<file path="src/rtl/uart_tx_scheduler.sv">
// ---------------------------------------------------------------------------
// uart_tx_scheduler
//
// Shares one UART transmitter between NUM_REQ requesters. The requesters are
// served in round-robin order. Each grant takes one 9-bit character and
// captures the line configuration present at that moment. The block then
// runs the transmitter for exactly one frame, guards that frame with a
// watchdog, and holds the line idle for GAP_CYCLES before the next grant.
//
// Ports
//   clk            system clock
//   rst            asynchronous reset, active high
//   req            per-requester request level, held until its gnt
//   req_data       requester i character at [9*i+8:9*i]
//   cfg_data_bits  character length 5..9, sampled at grant
//   cfg_parity_en  parity bit appended, sampled at grant
//   cfg_stop_bits  2'b01 one stop bit, 2'b10 two stop bits, sampled at grant
//   tx_done        transmitter pulse: last stop bit sent
//   gnt            one-hot pulse: req_data[i] consumed
//   done           one-hot pulse: frame of requester i completed
//   err            pulse: bad configuration or watchdog abort
//   thr            transmitter holding register {7'b0, char}
//   tx_status      {8'b0, stop[1:0], parity_en, data_bits[3:0], enable}
//   tx_start       pulse when a frame is launched
//   busy           high whenever the scheduler is not idle
//   cur_id         requester that currently owns the transmitter
// ---------------------------------------------------------------------------
module uart_tx_scheduler #(
    parameter int NUM_REQ         = 4,
    parameter int GAP_CYCLES      = 16,
    parameter int WATCHDOG_CYCLES = 2_000_000
) (
    input  logic                 clk,
    input  logic                 rst,
    input  logic [NUM_REQ-1:0]   req,
    input  logic [9*NUM_REQ-1:0] req_data,
    input  logic [3:0]           cfg_data_bits,
    input  logic                 cfg_parity_en,
    input  logic [1:0]           cfg_stop_bits,
    input  logic                 tx_done,
    output logic [NUM_REQ-1:0]   gnt,
    output logic [NUM_REQ-1:0]   done,
    output logic                 err,
    output logic [15:0]          thr,
    output logic [15:0]          tx_status,
    output logic                 tx_start,
    output logic                 busy,
    output logic [2:0]           cur_id
);

    localparam logic [1:0] ST_IDLE      = 2'd0;
    localparam logic [1:0] ST_LOAD      = 2'd1;
    localparam logic [1:0] ST_WAIT_DONE = 2'd2;
    localparam logic [1:0] ST_GAP       = 2'd3;

    localparam logic [31:0] WD_LOAD  = 32'(WATCHDOG_CYCLES - 1);
    localparam logic [31:0] GAP_LOAD = 32'(GAP_CYCLES - 1);

    logic [1:0]         state_q,     state_d;
    logic [2:0]         ptr_q,       ptr_d;
    logic [31:0]        gap_cnt_q,   gap_cnt_d;
    logic [31:0]        wd_cnt_q,    wd_cnt_d;
    logic [8:0]         char_q,      char_d;
    logic [3:0]         bits_q,      bits_d;
    logic               parity_q,    parity_d;
    logic [1:0]         stop_q,      stop_d;
    logic [2:0]         cur_id_q,    cur_id_d;
    logic [NUM_REQ-1:0] gnt_q,       gnt_d;
    logic [NUM_REQ-1:0] done_q,      done_d;
    logic               err_q,       err_d;
    logic [15:0]        thr_q,       thr_d;
    logic [15:0]        tx_status_q, tx_status_d;
    logic               tx_start_q,  tx_start_d;

    logic               found;
    logic [2:0]         win_idx;
    logic [8:0]         win_char;
    logic               cfg_ok;

    // Round-robin pick: the first pass looks at indices at or above the
    // pointer; if none is requesting, the second pass takes the lowest
    // requesting index, which is the wrap-around case.
    always_comb begin
        found    = 1'b0;
        win_idx  = 3'd0;
        win_char = 9'd0;
        for (int i = 0; i < NUM_REQ; i++) begin
            if (!found && req[i] && (3'(i) >= ptr_q)) begin
                found    = 1'b1;
                win_idx  = 3'(i);
                win_char = req_data[9*i +: 9];
            end
        end
        for (int i = 0; i < NUM_REQ; i++) begin
            if (!found && req[i]) begin
                found    = 1'b1;
                win_idx  = 3'(i);
                win_char = req_data[9*i +: 9];
            end
        end
    end

    // Only lengths 5..9 and one or two stop bits describe a real frame.
    always_comb begin
        cfg_ok = (cfg_data_bits >= 4'd5) && (cfg_data_bits <= 4'd9) &&
                 ((cfg_stop_bits == 2'b01) || (cfg_stop_bits == 2'b10));
    end

    // Next-state logic. Pulse outputs default low every cycle. The enable
    // bit tx_status[0] is set in LOAD and cleared when leaving WAIT_DONE,
    // so the transmitter runs for exactly one frame.
    always_comb begin
        state_d     = state_q;
        ptr_d       = ptr_q;
        gap_cnt_d   = gap_cnt_q;
        wd_cnt_d    = wd_cnt_q;
        char_d      = char_q;
        bits_d      = bits_q;
        parity_d    = parity_q;
        stop_d      = stop_q;
        cur_id_d    = cur_id_q;
        gnt_d       = '0;
        done_d      = '0;
        err_d       = 1'b0;
        thr_d       = thr_q;
        tx_status_d = tx_status_q;
        tx_start_d  = 1'b0;

        case (state_q)
            ST_IDLE: begin
                if (found) begin
                    for (int i = 0; i < NUM_REQ; i++) begin
                        gnt_d[i] = (win_idx == 3'(i));
                    end
                    char_d   = win_char;
                    bits_d   = cfg_data_bits;
                    parity_d = cfg_parity_en;
                    stop_d   = cfg_stop_bits;
                    cur_id_d = win_idx;
                    ptr_d    = (win_idx == 3'(NUM_REQ - 1)) ? 3'd0 : win_idx + 3'd1;
                    if (cfg_ok) begin
                        state_d = ST_LOAD;
                    end else begin
                        // The character is consumed and dropped.
                        err_d     = 1'b1;
                        gap_cnt_d = GAP_LOAD;
                        state_d   = ST_GAP;
                    end
                end
            end

            ST_LOAD: begin
                thr_d       = {7'b0, char_q};
                tx_status_d = {8'b0, stop_q, parity_q, bits_q, 1'b1};
                tx_start_d  = 1'b1;
                wd_cnt_d    = WD_LOAD;
                state_d     = ST_WAIT_DONE;
            end

            ST_WAIT_DONE: begin
                // tx_done has priority over a watchdog expiring the same cycle.
                if (tx_done) begin
                    for (int i = 0; i < NUM_REQ; i++) begin
                        done_d[i] = (cur_id_q == 3'(i));
                    end
                    tx_status_d[0] = 1'b0;
                    gap_cnt_d      = GAP_LOAD;
                    state_d        = ST_GAP;
                end else if (wd_cnt_q == 32'd0) begin
                    err_d          = 1'b1;
                    tx_status_d[0] = 1'b0;
                    gap_cnt_d      = GAP_LOAD;
                    state_d        = ST_GAP;
                end else begin
                    wd_cnt_d = wd_cnt_q - 32'd1;
                end
            end

            default: begin
                tx_status_d[0] = 1'b0;
                if (gap_cnt_q == 32'd0) begin
                    state_d = ST_IDLE;
                end else begin
                    gap_cnt_d = gap_cnt_q - 32'd1;
                end
            end
        endcase
    end

    // State and output registers; reset clears every output at once, which
    // also drops the transmitter enable in the middle of a frame.
    always_ff @(posedge clk or posedge rst) begin
        if (rst) begin
            state_q     <= ST_IDLE;
            ptr_q       <= 3'd0;
            gap_cnt_q   <= 32'd0;
            wd_cnt_q    <= 32'd0;
            char_q      <= 9'd0;
            bits_q      <= 4'd0;
            parity_q    <= 1'b0;
            stop_q      <= 2'd0;
            cur_id_q    <= 3'd0;
            gnt_q       <= '0;
            done_q      <= '0;
            err_q       <= 1'b0;
            thr_q       <= 16'd0;
            tx_status_q <= 16'd0;
            tx_start_q  <= 1'b0;
        end else begin
            state_q     <= state_d;
            ptr_q       <= ptr_d;
            gap_cnt_q   <= gap_cnt_d;
            wd_cnt_q    <= wd_cnt_d;
            char_q      <= char_d;
            bits_q      <= bits_d;
            parity_q    <= parity_d;
            stop_q      <= stop_d;
            cur_id_q    <= cur_id_d;
            gnt_q       <= gnt_d;
            done_q      <= done_d;
            err_q       <= err_d;
            thr_q       <= thr_d;
            tx_status_q <= tx_status_d;
            tx_start_q  <= tx_start_d;
        end
    end

    assign gnt       = gnt_q;
    assign done      = done_q;
    assign err       = err_q;
    assign thr       = thr_q;
    assign tx_status = tx_status_q;
    assign tx_start  = tx_start_q;
    assign busy      = (state_q != ST_IDLE);
    assign cur_id    = cur_id_q;

endmodule

</file>
<file path="config.mk">
export PLATFORM = sky130hd
export DESIGN_NAME = uart_tx_scheduler
export DESIGN_NICKNAME = d
export VERILOG_FILES = /design/src/rtl/uart_tx_scheduler.sv
export SDC_FILE = /design/constraint.sdc
export NUM_CORES = 1
export LEC_CHECK = 0
export BUFFER_PORTS_ARGS = -buffer_cell sky130_fd_sc_hd__buf_2
export CORE_MARGIN = 10
export CORE_UTILIZATION = 30
export CTS_BUF_LIST = sky130_fd_sc_hd__clkbuf_2
export DETAILED_ROUTE_END_ITERATION = 16
export PLACE_DENSITY_LB_ADDON = 0.12
export SLEW_MARGIN = 15
export SYNTH_ARGS = -nofsm -noshare
export SYNTH_HDL_FRONTEND = slang
export SYNTH_SLANG_ARGS = --single-unit
export TNS_END_PERCENT = 10
</file>
<file path="constraint.sdc">
create_clock -name clk -period 6.2 [get_ports clk]
set_clock_uncertainty 0.1 [all_clocks]
set_input_delay 0 -clock clk [delete_from_list [all_inputs] [get_ports clk]]
set_output_delay 0 -clock clk [all_outputs]
set_load 0.005 [all_outputs]
</file>
==> results.yml <==
run_status:
  status: "completed"
synthesis:
  yosysUniqueCellTypes: 63
  synthMuxAreaShare_pct: 3.167
  synthXorXnorAreaFrac_pct: 3.333
  synth-adder-area-share_pct: 1.656
  ys.flop_type: "dfrtp_1"
  async_flop_share_pct: 100.0
  syn_area_per_cell_um2: 9.200
  synthCells: 657
  synth_area_um2: 6045
  synth_top_family_by_area: "simple AND/OR/NAND/NOR gates"
  yosysWarnings: 0
  yosysSeqAreaShare_pct: 46.78
  synth-simple-area-share_pct: 22.52
  synth_seq_cells: 113
  synth_edf_count: 0
  synth_compound_area_share_pct: 17.37
clock_network:
  cts_repair_resize_count: 0
  path_clk_slew_ns: 0.18
  cts_root_buf: "clkbuf_2"
  cts_max_path_buffers: 2
  insertion_delay_ns: 0.72
  cts_tree: "yes"
  cts_sinks: 113
  post_cts_buffers: 0
  cts_buffers: 17
  htree_num_levels: 4
worst_hold_path:
  hold_class: "in -> reg"
  min_from: "req_data[33]"
sta:
  relSlewSlack_pct: 31.51
  maxSlewViolCount: 0
  max_freq_mhz: 275.1
  finalSetupViolCount: 0
  rsz0062_at_grt: "false"
  fin_crit_sh_pct: 58.62
  hold_viol: 0
  worst_slack_ns: 2.565
  setup_tns_ns: 0
  period_minus_slack_ns: 3.635
  worst_slew_pin_slew_ns: 1.019
worst_setup_path:
  reg2reg_slack_ns: 2.57
  cp_num_buf_inv: 3
  r2r-start: "state_q[0]"
  crit_path_start: "state_q[0]"
  path_cells: "inv_1 > ha_1 > nand2b_1 > or3_1 > o21ai_0 > a31oi_1 > dlygate4sd3_1 > dlygate4sd3_1"
  cp-end-kind: "flop"
  crit_arrival_ns: 4.15
  critPathSlowestCell: "nand2b_1"
  cp_max_fo: 19
  crit_top_cell: "dlygate4sd3_1"
  required_ns: 6.72
  critPathTopFamily: "buffers and inverters"
  path_class: "reg -> reg"
  cpPeakStageDelay_ns: 0.57
  cp-start-kind: "flop"
grt:
  antenna_found_initial: 1
  grt_pass1_wl_um: 28860
  overflow: 0
  track_usage_pct: 13.42
  grt_max_degree: 62
  grt_pass1_vias: 5705
die:
  die_y_um: 161.9
  fp.coreArea_um2: 19650
  fp.dieW_um: 161.9
  start_util_pct: 30.76
  pin_count: 96
  rows: 51
  die_area_um2: 26230
layout:
  instances_no_fill: 1077
  syn_to_final_growth_pct: 24.45
  fillers: 2027
  nets: 856
  utilization_pct: 38.27
  drive_gt1_share_pct: 19.48
drt:
  wirelength_um: 17480
  ant_nets: 0
  viasPerCell: 5.109
  drtPass1Iterations: 5
  drc: 0
  vias: 5502
  avgRoutedWirePerCell_um: 16.23
  dr.first_iter.drc_count: 519
power:
  p_leak_nw: 3.252
  peakVddDrop_v: 0.0001843
  power.density_nw_per_um2: 368.8
placed_design:
  dp_slack_ns: 2.578
  hpwl_um: 11600
  numPlacedInstances: 977
  gp_congestion: 0.7910
  portBuffers: 79
flow_run:
  drv_cap: 0
[logic make-up after synthesis]
family	Yosys count
flip-flops	113
multiplexers	17
XOR/XNOR	23
other	1
buffers and inverters	62
AND/OR/NAND/NOR	266
adder cells (fa/ha/maj)	8
AO/OA/AOI/OAI	167
[final timing paths]
path                       depth (start not counted)       endpoint
setup reg to reg                                   8      char_q[8]
setup / recovery                                   8      char_q[8]
hold / removal                                     5      char_q[6]
min in group asynchronous                          4      bits_q[1]
max in group asynchronous                          5  gap_cnt_q[31]
hold reg to reg                                    1  gap_cnt_q[31]
[layout by cell type (no fill, tap or decap), types with 10 or more instances in the layout]
cell type      netlist  final
nor3_1              30     30
nand4_1             10     10
a21oi_1             47     47
nor4_1              11     11
o21ai_0             40     40
o21ai_1             15     15
buf_2                1     79
clkbuf_2             0     19
conb_1               1     16
a31oi_1             14     14
mux2_2              17     17
dfrtp_1            113    113
nand3_1             17     17
xor2_1              21     21
or3_1               11     11
nand2_1             69     69
inv_1               16     15
nor2_1              72     72
dlygate4sd3_1        0     67
[Yosys cell counts (all sizes together) (2+ instances only)]
master / n / area (µm²)
nor4: 16 / 157.6
nor2b: 2 / 12.51
or4: 5 / 45.04
xor2: 21 / 183.9
o21a: 3 / 22.52
clkbuf: 26 / 97.59
nor2: 73 / 276.5
or3: 11 / 68.82
buf: 20 / 151.4
mux2: 17 / 191.4
and3: 4 / 25.02
nand4: 10 / 62.56
xnor2: 2 / 17.52
o22a: 2 / 17.52
nand4b: 4 / 35.03
nand3: 18 / 95.09
nand2: 69 / 259.0
o211ai: 2 / 15.01
dfrtp: 113 / 2828
a31o: 8 / 70.07
nor3: 30 / 150.1
ha: 8 / 100.1
o31ai: 5 / 42.54
o311ai: 2 / 17.52
and2: 3 / 18.77
o41ai: 5 / 43.79
a311oi: 2 / 17.52
nor4b: 2 / 17.52
a21oi: 47 / 235.2
a211oi: 3 / 22.52
nor3b: 2 / 15.01
a222oi: 8 / 80.08
inv: 16 / 60.06
nand3b: 3 / 22.52
a31oi: 14 / 87.58
o21ai: 56 / 284.0
nand2b: 8 / 50.05
or2: 2 / 12.51
or3b: 2 / 17.52
[final cells by class]
type / count / area (µm²) / share of cell area (%)
clock inverters: 13 / 120.1 / 1.597
diodes: 1 / 2.502 / 0.03327
clock buffers: 19 / 95.09 / 1.264
inverters: 16 / 62.56 / 0.8317
flip-flops and latches: 113 / 2828 / 37.59
well taps: 265 / 331.6 / 4.408
repair buffers: 153 / 1119 / 14.87
multi-input cells: 497 / 2964 / 39.40
[routing by layer]
| layer | up-vias | wire length (µm) | track usage [%] |
|---|---|---|---|
| li1 | 2641 | - | - |
| met1 | 2668 | 8142 | 16.94 |
| met4 | 0 | 307 | 5.128 |
| met3 | 31 | 1033 | 4.449 |
| met2 | 162 | 7997 | 20.78 |
| met5 | - | 0 | 0 |
[worst register-to-register path: cells and delay by family, from the launching register on]
family | cells | cell delay (ns)
buffers and inverters | 3 | 1.27
AND/OR/NAND/NOR | 2 | 1.10
adder cells (fa/ha/maj) | 1 | 0.49
flip-flops | 1 | 0.45
AO/OA/AOI/OAI | 2 | 0.14
[where the power goes]
group          switching, mW  total (mW)  internal [mW]
Combinational          0.733        1.27          0.539
Clock                  0.296       0.476          0.180
Sequential             0.121        1.03          0.905
[state kept, by name, indices dropped and copies added, names as in the netlist]
| signal | flops |
|---|---|
| bits_q | 4 |
| char_q | 9 |
| cur_id | 2 |
| done | 4 |
| err | 1 |
| gap_cnt_q | 32 |
| gnt | 4 |
| parity_q | 1 |
| ptr_q | 2 |
| state_q | 2 |
| stop_q | 2 |
| thr | 9 |
| tx_start | 1 |
| tx_status | 8 |
| wd_cnt_q | 32 |
[through the flow]
| stage | hold slack (ns) | power [mW] | cell area (µm²) |
|---|---|---|---|
| final | 0.08638 | 2.774 | 7522 |
| after global routing | 0.02701 | 2.996 | 7522 |
| after CTS | 0.002190 | 2.793 | 7510 |
| after detailed placement | 0.06119 | 2.151 | 6634 |
| after global placement | 0.05997 | 2.130 | 6634 |
| after floorplan | 0.005435 | 1.782 | 6101 |
[what timing repair did]
item / CTS / global route
endpoints found under the setup margin: 0 / 0
hold buffers: 66 / 1
endpoints found under the hold margin: 97 / 1
Power figures use the tool's default switching activity.
